$ cat src/rtl/bitmask_encoder_32to5_if.sv
// rtl/bitmask_encoder_32to5_if.sv - vector-in / index-out handshake bundle for the 32-to-5 bitmask encoder
interface bitmask_encoder_32to5_if;
  logic [31:0] i_vec;
  logic        i_vec_valid;
  logic        o_vec_ready;
  logic [4:0]  o_idx;
  logic        o_idx_valid;
  logic        i_idx_ready;
  logic        o_last;
  logic [5:0]  o_count;

  // Encoder side: takes vectors, produces indices
  modport slave (
    input  i_vec, i_vec_valid, i_idx_ready,
    output o_vec_ready, o_idx, o_idx_valid, o_last, o_count
  );

  // Producer/consumer side
  modport master (
    output i_vec, i_vec_valid, i_idx_ready,
    input  o_vec_ready, o_idx, o_idx_valid, o_last, o_count
  );
endinterface

$ cat src/rtl/bitmask_encoder_32to5.sv
// rtl/bitmask_encoder_32to5.sv - sequential 32-to-5 encoder streaming one index per set bit
module bitmask_encoder_32to5 #(
  parameter bit LSB_FIRST = 1'b1
) (
  input  logic                         i_clk,
  input  logic                         i_rst_n,
  bitmask_encoder_32to5_if.slave       bus
);

  typedef enum logic {
    IDLE = 1'b0,
    BUSY = 1'b1
  } state_t;

  state_t      state;
  state_t      state_nxt;
  logic [31:0] mask;
  logic [4:0]  enc_idx;
  logic [5:0]  pop;
  logic        accept;
  logic        xfer;

  assign accept = bus.i_vec_valid & bus.o_vec_ready;
  assign xfer   = bus.o_idx_valid & bus.i_idx_ready;

  // Priority encode of the remaining bits; the last match in loop order wins
  always_comb begin
    enc_idx = '0;
    if (LSB_FIRST) begin
      for (int i = 31; i >= 0; i--) begin
        if (mask[i]) enc_idx = 5'(i);
      end
    end else begin
      for (int i = 0; i < 32; i++) begin
        if (mask[i]) enc_idx = 5'(i);
      end
    end
  end

  // Number of indices still to be emitted, including the current one
  always_comb begin
    pop = '0;
    for (int i = 0; i < 32; i++) begin
      pop = pop + {5'd0, mask[i]};
    end
  end

  // State register
  always_ff @(posedge i_clk) begin
    if (!i_rst_n) state <= IDLE;
    else          state <= state_nxt;
  end

  // Next state: zero vectors are swallowed without leaving IDLE
  always_comb begin
    state_nxt = state;
    case (state)
      IDLE: if (accept && (bus.i_vec != 32'd0)) state_nxt = BUSY;
      BUSY: if (xfer && bus.o_last)             state_nxt = IDLE;
      default:                                  state_nxt = IDLE;
    endcase
  end

  // Outputs straight from the mask so consecutive indices need no bubble
  always_comb begin
    bus.o_vec_ready = (state == IDLE) & i_rst_n;
    bus.o_idx_valid = (state == BUSY);
    bus.o_idx       = (state == BUSY) ? enc_idx : 5'd0;
    bus.o_count     = (state == BUSY) ? pop : 6'd0;
    bus.o_last      = (state == BUSY) & (pop == 6'd1);
  end

  // Mask: load on accept, clear the emitted bit on each transfer
  always_ff @(posedge i_clk) begin
    if (!i_rst_n) begin
      mask <= '0;
    end else if (accept) begin
      mask <= bus.i_vec;
    end else if (xfer) begin
      mask <= mask & ~(32'd1 << bus.o_idx);
    end
  end

endmodule

$ cat src/flat_wrapper.sv
// flat-port wrapper written by rule: the top's interface ports become plain ports
module bitmask_encoder_32to5_flat 
#(
  parameter bit LSB_FIRST = 1'b1
)
  (i_clk, i_rst_n, bus_i_vec, bus_i_vec_valid, bus_i_idx_ready, bus_o_vec_ready, bus_o_idx, bus_o_idx_valid, bus_o_last, bus_o_count);
  bitmask_encoder_32to5_if bus_i ();
  input  logic i_clk;
  input  logic i_rst_n;
  input wire logic [$bits(bus_i.i_vec)-1:0] bus_i_vec;
  input wire logic [$bits(bus_i.i_vec_valid)-1:0] bus_i_vec_valid;
  input wire logic [$bits(bus_i.i_idx_ready)-1:0] bus_i_idx_ready;
  output wire logic [$bits(bus_i.o_vec_ready)-1:0] bus_o_vec_ready;
  output wire logic [$bits(bus_i.o_idx)-1:0] bus_o_idx;
  output wire logic [$bits(bus_i.o_idx_valid)-1:0] bus_o_idx_valid;
  output wire logic [$bits(bus_i.o_last)-1:0] bus_o_last;
  output wire logic [$bits(bus_i.o_count)-1:0] bus_o_count;
  assign bus_i.i_vec = bus_i_vec;
  assign bus_i.i_vec_valid = bus_i_vec_valid;
  assign bus_i.i_idx_ready = bus_i_idx_ready;
  assign bus_o_vec_ready = bus_i.o_vec_ready;
  assign bus_o_idx = bus_i.o_idx;
  assign bus_o_idx_valid = bus_i.o_idx_valid;
  assign bus_o_last = bus_i.o_last;
  assign bus_o_count = bus_i.o_count;
  bitmask_encoder_32to5 #(.LSB_FIRST(LSB_FIRST)) u_core (.i_clk(i_clk), .i_rst_n(i_rst_n), .bus(bus_i));
endmodule
$ cat config.mk
export PLATFORM = sky130hd
export DESIGN_NAME = bitmask_encoder_32to5_flat
export DESIGN_NICKNAME = d
export VERILOG_FILES = /design/src/rtl/bitmask_encoder_32to5_if.sv /design/src/rtl/bitmask_encoder_32to5.sv /design/src/flat_wrapper.sv
export SDC_FILE = /design/constraint.sdc
export NUM_CORES = 1
export LEC_CHECK = 0
export CAP_MARGIN = 0
export CORE_MARGIN = 2
export CORE_UTILIZATION = 30
export CTS_CLUSTER_DIAMETER = 50
export DETAILED_ROUTE_END_ITERATION = 6
export PLACE_DENSITY = 0.54
export REMOVE_ABC_BUFFERS = 1
export SLEW_MARGIN = 20
export SYNTH_ARGS = -nofsm -noshare
export SYNTH_HDL_FRONTEND = slang
export SYNTH_SLANG_ARGS = --single-unit
$ cat constraint.sdc
create_clock -name i_clk -period 15.9 [get_ports i_clk]
set_clock_uncertainty 0.15 [all_clocks]
set_input_delay 3.975 -clock i_clk [delete_from_list [all_inputs] [get_ports i_clk]]
set_output_delay 3.975 -clock i_clk [all_outputs]
set_load 0.005 [all_outputs]
; Yosys cells after proc, flatten, opt, wreduce, memory -nomap -nowiden
; Cells that the tools add are included.
[word_totals]
reg_bits = 33
in_bits = 36
out_inout_bits = 14
elab_cells = 85
[op_classes]
add_sub_neg = 31
eq_ne = 1
n_shift = 1
muxes = 39
bitwise_logic = 7
reduce_logical = 4
[ops]
columns = cell, count
row1 = adder 6 x 1 -> 6 bit, 30
row2 = 2-to-1 mux 5 bit, 33
row3 = 2-to-1 mux 32 bit, 2
row4 = AND 32 bit, 1
row5 = NOT 32 bit, 1
row6 = nonzero test 32 bit, 1
row7 = left shift 1 x 5 -> 32 bit (first input constant), 1
row8 = == test 6 x 1 -> 1 bit (second input constant), 1
row9 = 2-to-1 mux 6 bit, 1
row10 = AND 1 bit, 4
row11 = adder 1 x 1 -> 2 bit, 1
row12 = logical AND 1 bit, 2
row13 = 2-to-1 mux 1 bit, 2
row14 = case mux 1 bit (2 select lines), 1
row15 = nonzero test 2 bit, 1
row16 = NOT 1 bit, 1

; Longest topological paths before layout
; Gate-level depths: netlist of the first run.
[logic_depth]
ltp_word = 38
depth_mapped = 18
depth_no_buf = 18

; Worst setup path after synthesis of the first run
; No wires, ideal clock.
[synth_path]
path_type = register to output
from = reg u_core.mask[1]
to = out bus_o_last
t_arrival_ps = 5365
t_required_ps = 11775
path_slack_ps = 6410
stages_incl_launch_ff = 16
n_path_buf = 0
cell_sequence = dfxtp_1 ha_1 inv_1 fa_1 fa_1 fa_1 fa_1 fa_1 fa_1 fa_1 fa_1 inv_1 a21o_1 a21oi_1 xnor2_1 a2111oi_0
[synth_via]
elab_chain_cells = 33
[synth_lines]
columns = element, line_no
row1 = from (decl), bitmask_encoder_32to5.sv:17  ; logic [31:0] mask;
row2 = from (signal assigned), bitmask_encoder_32to5.sv:78  ; mask <= bus.i_vec;
row3 = from (signal assigned), bitmask_encoder_32to5.sv:80  ; mask <= mask & ~(32'd1 << bus.o_idx);
row4 = adder 1 x 1 -> 2 bit, bitmask_encoder_32to5.sv:44  ; pop = pop + {5'd0, mask[i]};
row5 = adder 6 x 1 -> 6 bit (30 in a row), bitmask_encoder_32to5.sv:44
row6 = == test 6 x 1 -> 1 bit, bitmask_encoder_32to5.sv:70  ; bus.o_last = (state == BUSY) & (pop == 6'd1);
row7 = AND 1 bit, bitmask_encoder_32to5.sv:70
row8 = to (decl), flat_wrapper.sv:16  ; output wire logic [$bits(bus_i.o_last)-1:0] bus_o_last;
; Every way passes these cells.

; Final worst setup path of the first run
; Ends and elaborated chain as after synthesis.

==> impl_summary.log, run 1 <==
[metrics] outcome: finished clean
[metrics] instance count of the mapped netlist: 333
[metrics] highest clock rate: a little over 90 MHz
[metrics] final routed DRC violation total: 0
[metrics] number of warnings reported in the yosys synthesis log: 0
[metrics] final sum of negative setup slack: 0 ps
[metrics] Commonest cells post-synth: sky130_fd_sc_hd__inv_1, sky130_fd_sc_hd__dfxtp_1, sky130_fd_sc_hd__nand2_1, sky130_fd_sc_hd__a21oi_1, sky130_fd_sc_hd__fa_1
[metrics] worst voltage drop across the vdd grid: ~0.11 mV
[metrics] switching power: 0.283 mW
[metrics] Yosys reg bits: 33
[metrics] final wirelength: ~8.9 mm
[metrics] antenna diode instance count: 0
[metrics] # port buffers: 49
[metrics] vias in the first global route: 2,685
[metrics] Hold WC Path Type: reg2reg
[metrics] commonest register cell after synthesis: sky130_fd_sc_hd__dfxtp_1
[metrics] total global-route track usage: 0.189
[metrics] CTS tree: yes
[metrics] syn avg cell area: 8.13 µm²
[metrics] Worst Max-Slew Pin Slew: around 800 ps
[metrics] internal power of the cells: 0.334 mW
[metrics] number of resized instances in the post-cts repair step: 0
[metrics] area fraction of the dominant cell type after synthesis: 0.244
[metrics] DR iter-0 viols: 201
[metrics] die span in x: just under 100 µm
[metrics] clock latency at the later pin of the worst-skew pair: roughly 300 ps
[metrics] pre-CTS setup slack: 5470 ps
[metrics] worst rel slew slack: 0.460
[metrics] final worst path period need: approximately 11,000 ps
[metrics] combinational share of power: 0.697
[metrics] total number of vias: 2,667
[metrics] Crit Path Category: reg2out
[metrics] Final #Nets: 449
[metrics] Routed Antenna Nets: 0
[metrics] hold bufs inserted after CTS: 0
[metrics] Arr. time, crit path: 6570 ps
[metrics] clock transition at the register clock pins on the worst setup and hold paths after CTS: 80 ps
[metrics] largest fanout on the critical path: 6
[metrics] cell with the most instances after synthesis: sky130_fd_sc_hd__inv_1
[metrics] post-detailed-route via-to-cell ratio: between 5 and 6
[metrics] placed insts: 482
[metrics] area grow syn2layout: 25.9%
[metrics] deepest clock path buffer count: 2
[metrics] first-pass GRT wire length: ~14 mm
[metrics] overflow left after global routing: 0
[metrics] I/O pins: 50
[metrics] number of failing setup endpoints in the final timing report: 0
[metrics] number of iterations in the first detailed-routing pass: 5
[metrics] Final Wtd Congestion: 0.929
[metrics] Starting Density: 0.310
[metrics] part of the cycle the worst path needs: 0.673
[metrics] die height: 99 µm
[metrics] HPWL after detailed placement: 7.05 mm
[metrics] number of standard-cell rows in the floorplan: 34
[metrics] worst path setup slack after routing: 5210 ps
[metrics] clock group share of total power: 0.120
[metrics] count of flip-flops with a built-in enable after synthesis: 0
[metrics] power per cell area: 181 mW/mm²
[metrics] Worst EP required: 11,780 ps
[metrics] Async S/R FF share, synth: 0
[metrics] part of the total power dissipated in sequential elements: 0.183
[metrics] proportion of synthesized chip area in sequential cells: 0.244
[metrics] largest net degree at the start of global routing: 38
[metrics] total number of clock tree sinks: 33
[metrics] Post-Synthesis Cell Area: 0.00271 mm²
[metrics] cell accounting for the most synthesized area: sky130_fd_sc_hd__dfxtp_1
[metrics] final core area utilization: 0.391
[metrics] Leakage: 1.43 nW
[metrics] element type at the critical path end: output pin
[metrics] number of antenna violations at the first check in global routing: 0
[metrics] Core Area: 0.00872 mm²
[metrics] share of layout cells above drive strength 1: 0.0550
[metrics] number of different library cells in the post-synthesis netlist: 46
[metrics] CTS HTree Levels: 2
[metrics] clock root cell: sky130_fd_sc_hd__clkbuf_8
[metrics] startpoint types: flip-flop
[metrics] post-detailed-route wirelength per cell: 18.1 µm
[metrics] number of max-slew violations in the final report: 0
[metrics] total setup buffers inserted after CTS: 0
[metrics] ranking of synthesized cells by area: sky130_fd_sc_hd__dfxtp_1, sky130_fd_sc_hd__fa_1, sky130_fd_sc_hd__inv_1
[metrics] filler-free cell count of the finished design: 490
[metrics] number of clock buffers inserted by TritonCTS: 5
[metrics] floorplan die area: 0.00980 mm²
[metrics] endpoints failing hold: 0
[metrics] max-capacitance violation count: 0
[metrics] unrepaired setup endpoints after global routing: no
[metrics] Switching Fraction: 0.459
==> path summary, 6_finish.rpt <==
kind | cells past startpoint | startpoint | end | slack [ps]
worst max-delay path | 16 | u_core.mask[1]$_SDFFE_PN0P_ | bus_o_last | 5210
worst min-delay path | 2 | u_core.mask[26]$_SDFFE_PN0P_ | u_core.mask[26]$_SDFFE_PN0P_ | 450
worst max register to register | 16 | u_core.mask[1]$_SDFFE_PN0P_ | u_core.bus.o_idx_valid$_SDFF_PN0_ | 9820
worst min register to register | 2 | u_core.mask[26]$_SDFFE_PN0P_ | u_core.mask[26]$_SDFFE_PN0P_ | 450
==> worst max-delay path: stages (launching register included) <==
cell                              delay, ps
sky130_fd_sc_hd__dfxtp_1                410
sky130_fd_sc_hd__ha_1                   260
sky130_fd_sc_hd__inv_1                   70
sky130_fd_sc_hd__fa_1                   430
sky130_fd_sc_hd__fa_1                   480
sky130_fd_sc_hd__fa_1                   520
sky130_fd_sc_hd__fa_1                   520
sky130_fd_sc_hd__fa_1                   530
sky130_fd_sc_hd__fa_1                   520
sky130_fd_sc_hd__fa_1                   470
sky130_fd_sc_hd__fa_1                   410
sky130_fd_sc_hd__inv_1                   70
sky130_fd_sc_hd__a21o_1                 100
sky130_fd_sc_hd__a21oi_1                 70
sky130_fd_sc_hd__xnor2_1                140
sky130_fd_sc_hd__a2111oi_0              630
sky130_fd_sc_hd__clkdlybuf4s50_1        640
==> sequential cells by signal (all words and copies together) (netlist names) <==
| name | count |
|---|---|
| u_core.bus.o_idx_valid | 1 |
| u_core.mask | 32 |
==> layer usage <==
metal | track usage | up-vias | share of wire
met5 | 0 | - | 0
met4 | 0.0390 | 0 | 0.013
met3 | 0.0404 | 11 | 0.068
met2 | 0.303 | 98 | 0.47
met1 | 0.264 | 1286 | 0.45
li1 | - | 1272 | -
==> placed cells by master (no fill, tap or decap), drive strengths merged, types with 2 or more instances in the layout <==
| master | synthesis | routed |
|---|---|---|
| a21oi | 30 | 30 |
| a221o | 2 | 2 |
| a22oi | 18 | 18 |
| a31oi | 14 | 14 |
| and2 | 7 | 7 |
| and3 | 5 | 5 |
| buf | 2 | 2 |
| clkbuf | 8 | 7 |
| clkdlybuf4s50 | 0 | 49 |
| dfxtp | 33 | 33 |
| fa | 24 | 24 |
| ha | 8 | 8 |
| inv | 44 | 44 |
| nand2 | 31 | 31 |
| nand2b | 3 | 3 |
| nand3 | 2 | 2 |
| nand3b | 2 | 2 |
| nand4 | 6 | 6 |
| nor2 | 18 | 18 |
| nor2b | 9 | 9 |
| nor3 | 8 | 8 |
| nor4 | 15 | 15 |
| o211a | 2 | 2 |
| o211ai | 3 | 3 |
| o21a | 3 | 3 |
| o21ai | 13 | 13 |
| o31ai | 2 | 2 |
| or2 | 4 | 4 |
| or4 | 2 | 2 |
| xnor2 | 2 | 2 |
==> per-stage QoR <==
step	instance area, µm²	hold slack [ps]	total power, mW
2_1_floorplan	2670	383	0.393
3_3_place_gp	3310	431	0.540
3_5_place_dp	3310	434	0.545
4_1_cts	3410	447	0.623
5_1_grt	3410	494	0.684
6_report	3410	455	0.617
==> area by class of cell <==
cell class | count | area (µm²)
inverter | 44 | 165
sequential | 33 | 661
clock buffer | 7 | 96.3
timing repair buffer | 51 | 505
tap | 108 | 135
multi-input combinational | 246 | 1840
clock inverter | 1 | 5.00
fill | 888 | 5310
==> power groups by stage <==
stage	Sequential (mW)	Clock [mW]	Combinational [mW]
2_1_floorplan	0.107	0	0.286
3_5_place_dp	0.114	0	0.431
6_report	0.113	0.0740	0.430
5_1_grt	0.115	0.0770	0.492
3_3_place_gp	0.114	0	0.426
4_1_cts	0.112	0.0727	0.438
==> kinds of logic (layout without fill, tap and decap cells) <==
kind of cell             Yosys count  in the layout  synth area share
AO/OA/AOI/OAI                     96             96             0.232
XOR/XNOR                           3              3           0.00971
adder cells (fa/ha/maj)           32             32             0.214
buffers and inverters             54            103            0.0758
flip-flops                        33             33             0.244
AND/OR/NAND/NOR                  115            115             0.225
(Power assumes the default switching activity.)
==> inputs of run 2 (changes only) <==
Clock period 15.9 ns to 10.35 ns, I/O delays scaled along.
==> run 2 against run 1 <==
Compared with the run above: sequential power rose by 53%; global-route usage shrank 0.19 points; combinational power is 52% higher; register-to-register slack worse by 5500 ps; die area unchanged; non-clock buffer count did not move; cell count unchanged; critical endpoint unchanged; largest cell class unchanged.
==> impl_summary.log, run 2 (synthesis gave the netlist of run 1 again) <==
[metrics] number of iterations in the first detailed-routing pass: 4 (-1)
[metrics] switching power: 0.426 mW (+51%)
[metrics] r2r startpoint: u_core.mask[24]$_SDFFE_PN0P_
[metrics] Switching Fraction: 0.455 (-0.00396)
[metrics] Final #Nets: 449 (unchanged)
[metrics] crit path from: u_core.mask[24]$_SDFFE_PN0P_
[metrics] clock root cell: sky130_fd_sc_hd__clkbuf_8
[metrics] most common cell after layout, fill and taps aside: sky130_fd_sc_hd__clkdlybuf4s50_1
[metrics] worst reg2reg path depth: 17 (+1)
[metrics] Reg2Reg Setup Slack: 4300 ps (-5520 ps)
[metrics] max-capacitance violation count: 0 (unchanged)
[metrics] Worst EP required: 7610 ps (-4170 ps)
[metrics] element type at the critical path end: output pin
[metrics] final worst path period need: 9280 ps
[metrics] worst reg2reg path endpoint: u_core.bus.o_idx_valid$_SDFF_PN0_
[metrics] first-pass GRT wire length: 14.4 mm (-0.57%)
[metrics] pre-CTS setup slack: 1280 ps (-4200 ps)
[metrics] largest reg by FF count: u_core.mask
[metrics] Routed Antenna Nets: 0 (unchanged)
[metrics] CTS tree: yes
[metrics] combinational share of power: 0.698 (about the same)
[metrics] total number of vias: 2,631 (-1.3%)
[metrics] placed insts: 482 (unchanged)
[metrics] Worst Max-Slew Pin Slew: 844 ps (+34.3 ps)
[metrics] worst rel slew slack: 0.437 (-0.0229)
[metrics] flip-flop count of the largest register after layout: 32 (unchanged)
[metrics] number of resized instances in the post-cts repair step: 0 (unchanged)
[metrics] share of layout cells above drive strength 1: 0.0550 (unchanged)
[metrics] total global-route track usage: 0.187 (-0.00192)
[metrics] final sum of negative setup slack: 0 ps (unchanged)
[metrics] # port buffers: 49 (unchanged)
[metrics] fillers: 893 (+0.56%)
[metrics] Hold WC Path Type: reg2reg
[metrics] number of failing setup endpoints in the final timing report: 0 (unchanged)
[metrics] clock latency at the later pin of the worst-skew pair: 290 ps (about the same)
[metrics] Crit Path Category: reg2out
[metrics] Core Area: 0.00872 mm² (unchanged)
[metrics] post-detailed-route via-to-cell ratio: 5.37 (-1.3%)
[metrics] total setup buffers inserted after CTS: 0 (unchanged)
[metrics] Leakage: 1.43 nW (unchanged)
[metrics] I/O pins: 50 (unchanged)
[metrics] final routed DRC violation total: 0 (unchanged)
[metrics] HPWL after detailed placement: 7.02 mm (-0.32%)
[metrics] filler-free cell count of the finished design: 490 (unchanged)
[metrics] number of clock buffers inserted by TritonCTS: 5 (unchanged)
[metrics] capturing instance or port of the critical path: bus_o_last
[metrics] floorplan die area: 0.00980 mm² (unchanged)
[metrics] die height: 99 µm (unchanged)
[metrics] antenna diode instance count: 0 (unchanged)
[metrics] number of standard-cell rows in the floorplan: 34 (unchanged)
[metrics] part of the total power dissipated in sequential elements: 0.185 (+0.002)
[metrics] CTS HTree Levels: 2 (unchanged)
[metrics] endpoints failing hold: 0 (unchanged)
[metrics] register area: 661 µm² (unchanged)
[metrics] clock group share of total power: 0.117 (-0.003)
[metrics] DR iter-0 viols: 147 (-27%)
[metrics] multi-input combinational cell area: 0.00184 mm² (unchanged)
[metrics] unrepaired setup endpoints after global routing: no
[metrics] Starting Density: 0.310 (unchanged)
[metrics] overflow left after global routing: 0 (unchanged)
[metrics] highest clock rate: 108 MHz
[metrics] deepest clock path buffer count: 2 (unchanged)
[metrics] total number of clock tree sinks: 33 (unchanged)
[metrics] post-detailed-route wirelength per cell: 18.0 µm (-0.70%)
[metrics] die span in x: 99 µm (unchanged)
[metrics] commonest cells after routing, fill and taps aside: sky130_fd_sc_hd__clkdlybuf4s50_1, sky130_fd_sc_hd__inv_1, sky130_fd_sc_hd__dfxtp_1
[metrics] vias in the first global route: 2,693 (+0.30%)
[metrics] startpoint types: flip-flop
[metrics] power per cell area: 275 mW/mm² (+52%)
[metrics] outcome: finished clean
[metrics] final core area utilization: 0.391 (unchanged)
[metrics] number of antenna violations at the first check in global routing: 0 (unchanged)
[metrics] largest net degree at the start of global routing: 38 (unchanged)
[metrics] area grow syn2layout: 25.9% (unchanged)
[metrics] worst path setup slack after routing: 1070 ps (-4140 ps)
[metrics] clock transition at the register clock pins on the worst setup and hold paths after CTS: 70 ps (about the same)
[metrics] part of the cycle the worst path needs: 0.897
[metrics] Arr. time, crit path: 6540 ps (-30 ps)
[metrics] internal power of the cells: 0.511 mW (+53%)
[metrics] final wirelength: 8.83 mm (-0.70%)
[metrics] number of max-slew violations in the final report: 0 (unchanged)
[metrics] largest fanout on the critical path: 4 (-2)
[metrics] Final Wtd Congestion: 0.931 (+0.17%)
[metrics] hold bufs inserted after CTS: 0 (unchanged)
[metrics] worst voltage drop across the vdd grid: 0.140 mV (+26%)
## run 2: per-layer routing
| layer | up-vias | routed length (µm) | global-route usage |
|---|---|---|---|
| met3 | 9 | 521 | 0.0348 |
| met5 | - | 0 | 0 |
| met2 | 92 | 4180 | 0.301 |
| li1 | 1278 | - | - |
| met4 | 0 | 76 | 0.0327 |
| met1 | 1252 | 4050 | 0.265 |
## run 2: power groups by stage
stage | registers, mW | logic [mW] | clock network, mW
floorplan | 0.165 | 0.439 | 0
global placement | 0.175 | 0.655 | 0
detailed placement | 0.175 | 0.653 | 0
CTS | 0.173 | 0.663 | 0.110
global route | 0.177 | 0.753 | 0.115
finish | 0.173 | 0.654 | 0.110
## run 2: layout make-up
class,count,area share
flip-flops and latches,33,0.194
repair buffers,51,0.148
clock buffers,7,0.0283
clock inverters,1,0.00147
well taps,108,0.0396
multi-input cells,246,0.540
inverters,44,0.0484
## run 2: critical path, cell delays in order, from the launching register on
cell                              delay [ps]
sky130_fd_sc_hd__dfxtp_1                 400
sky130_fd_sc_hd__inv_1                   100
sky130_fd_sc_hd__fa_1                    530
sky130_fd_sc_hd__fa_1                    530
sky130_fd_sc_hd__inv_1                    60
sky130_fd_sc_hd__fa_1                    530
sky130_fd_sc_hd__inv_1                    50
sky130_fd_sc_hd__fa_1                    480
sky130_fd_sc_hd__fa_1                    530
sky130_fd_sc_hd__fa_1                    520
sky130_fd_sc_hd__fa_1                    470
sky130_fd_sc_hd__fa_1                    410
sky130_fd_sc_hd__inv_1                    70
sky130_fd_sc_hd__a21o_1                  100
sky130_fd_sc_hd__a21oi_1                  70
sky130_fd_sc_hd__xnor2_1                 140
sky130_fd_sc_hd__a2111oi_0               630
sky130_fd_sc_hd__clkdlybuf4s50_1         640
## run 2: worst min path at each step
stage / from / end / depth (start not counted)
floorplan: u_core.mask[28]$_SDFFE_PN0P_ / u_core.mask[28]$_SDFFE_PN0P_ / 2
global placement: u_core.mask[28]$_SDFFE_PN0P_ / u_core.mask[28]$_SDFFE_PN0P_ / 2
detailed placement: u_core.mask[26]$_SDFFE_PN0P_ / u_core.mask[26]$_SDFFE_PN0P_ / 2
CTS: u_core.mask[26]$_SDFFE_PN0P_ / u_core.mask[26]$_SDFFE_PN0P_ / 2
global route: u_core.mask[26]$_SDFFE_PN0P_ / u_core.mask[26]$_SDFFE_PN0P_ / 2
finish: u_core.mask[28]$_SDFFE_PN0P_ / u_core.mask[28]$_SDFFE_PN0P_ / 2
## run 2: metrics by stage
step                      hold WS, ps  instance area (µm²)  total power, mW
after floorplan                   383                 2670            0.603
after global placement            431                 3310            0.830
after detailed placement          430                 3310            0.829
after CTS                         444                 3410            0.946
after global routing              503                 3410             1.04
final                             456                 3410            0.937
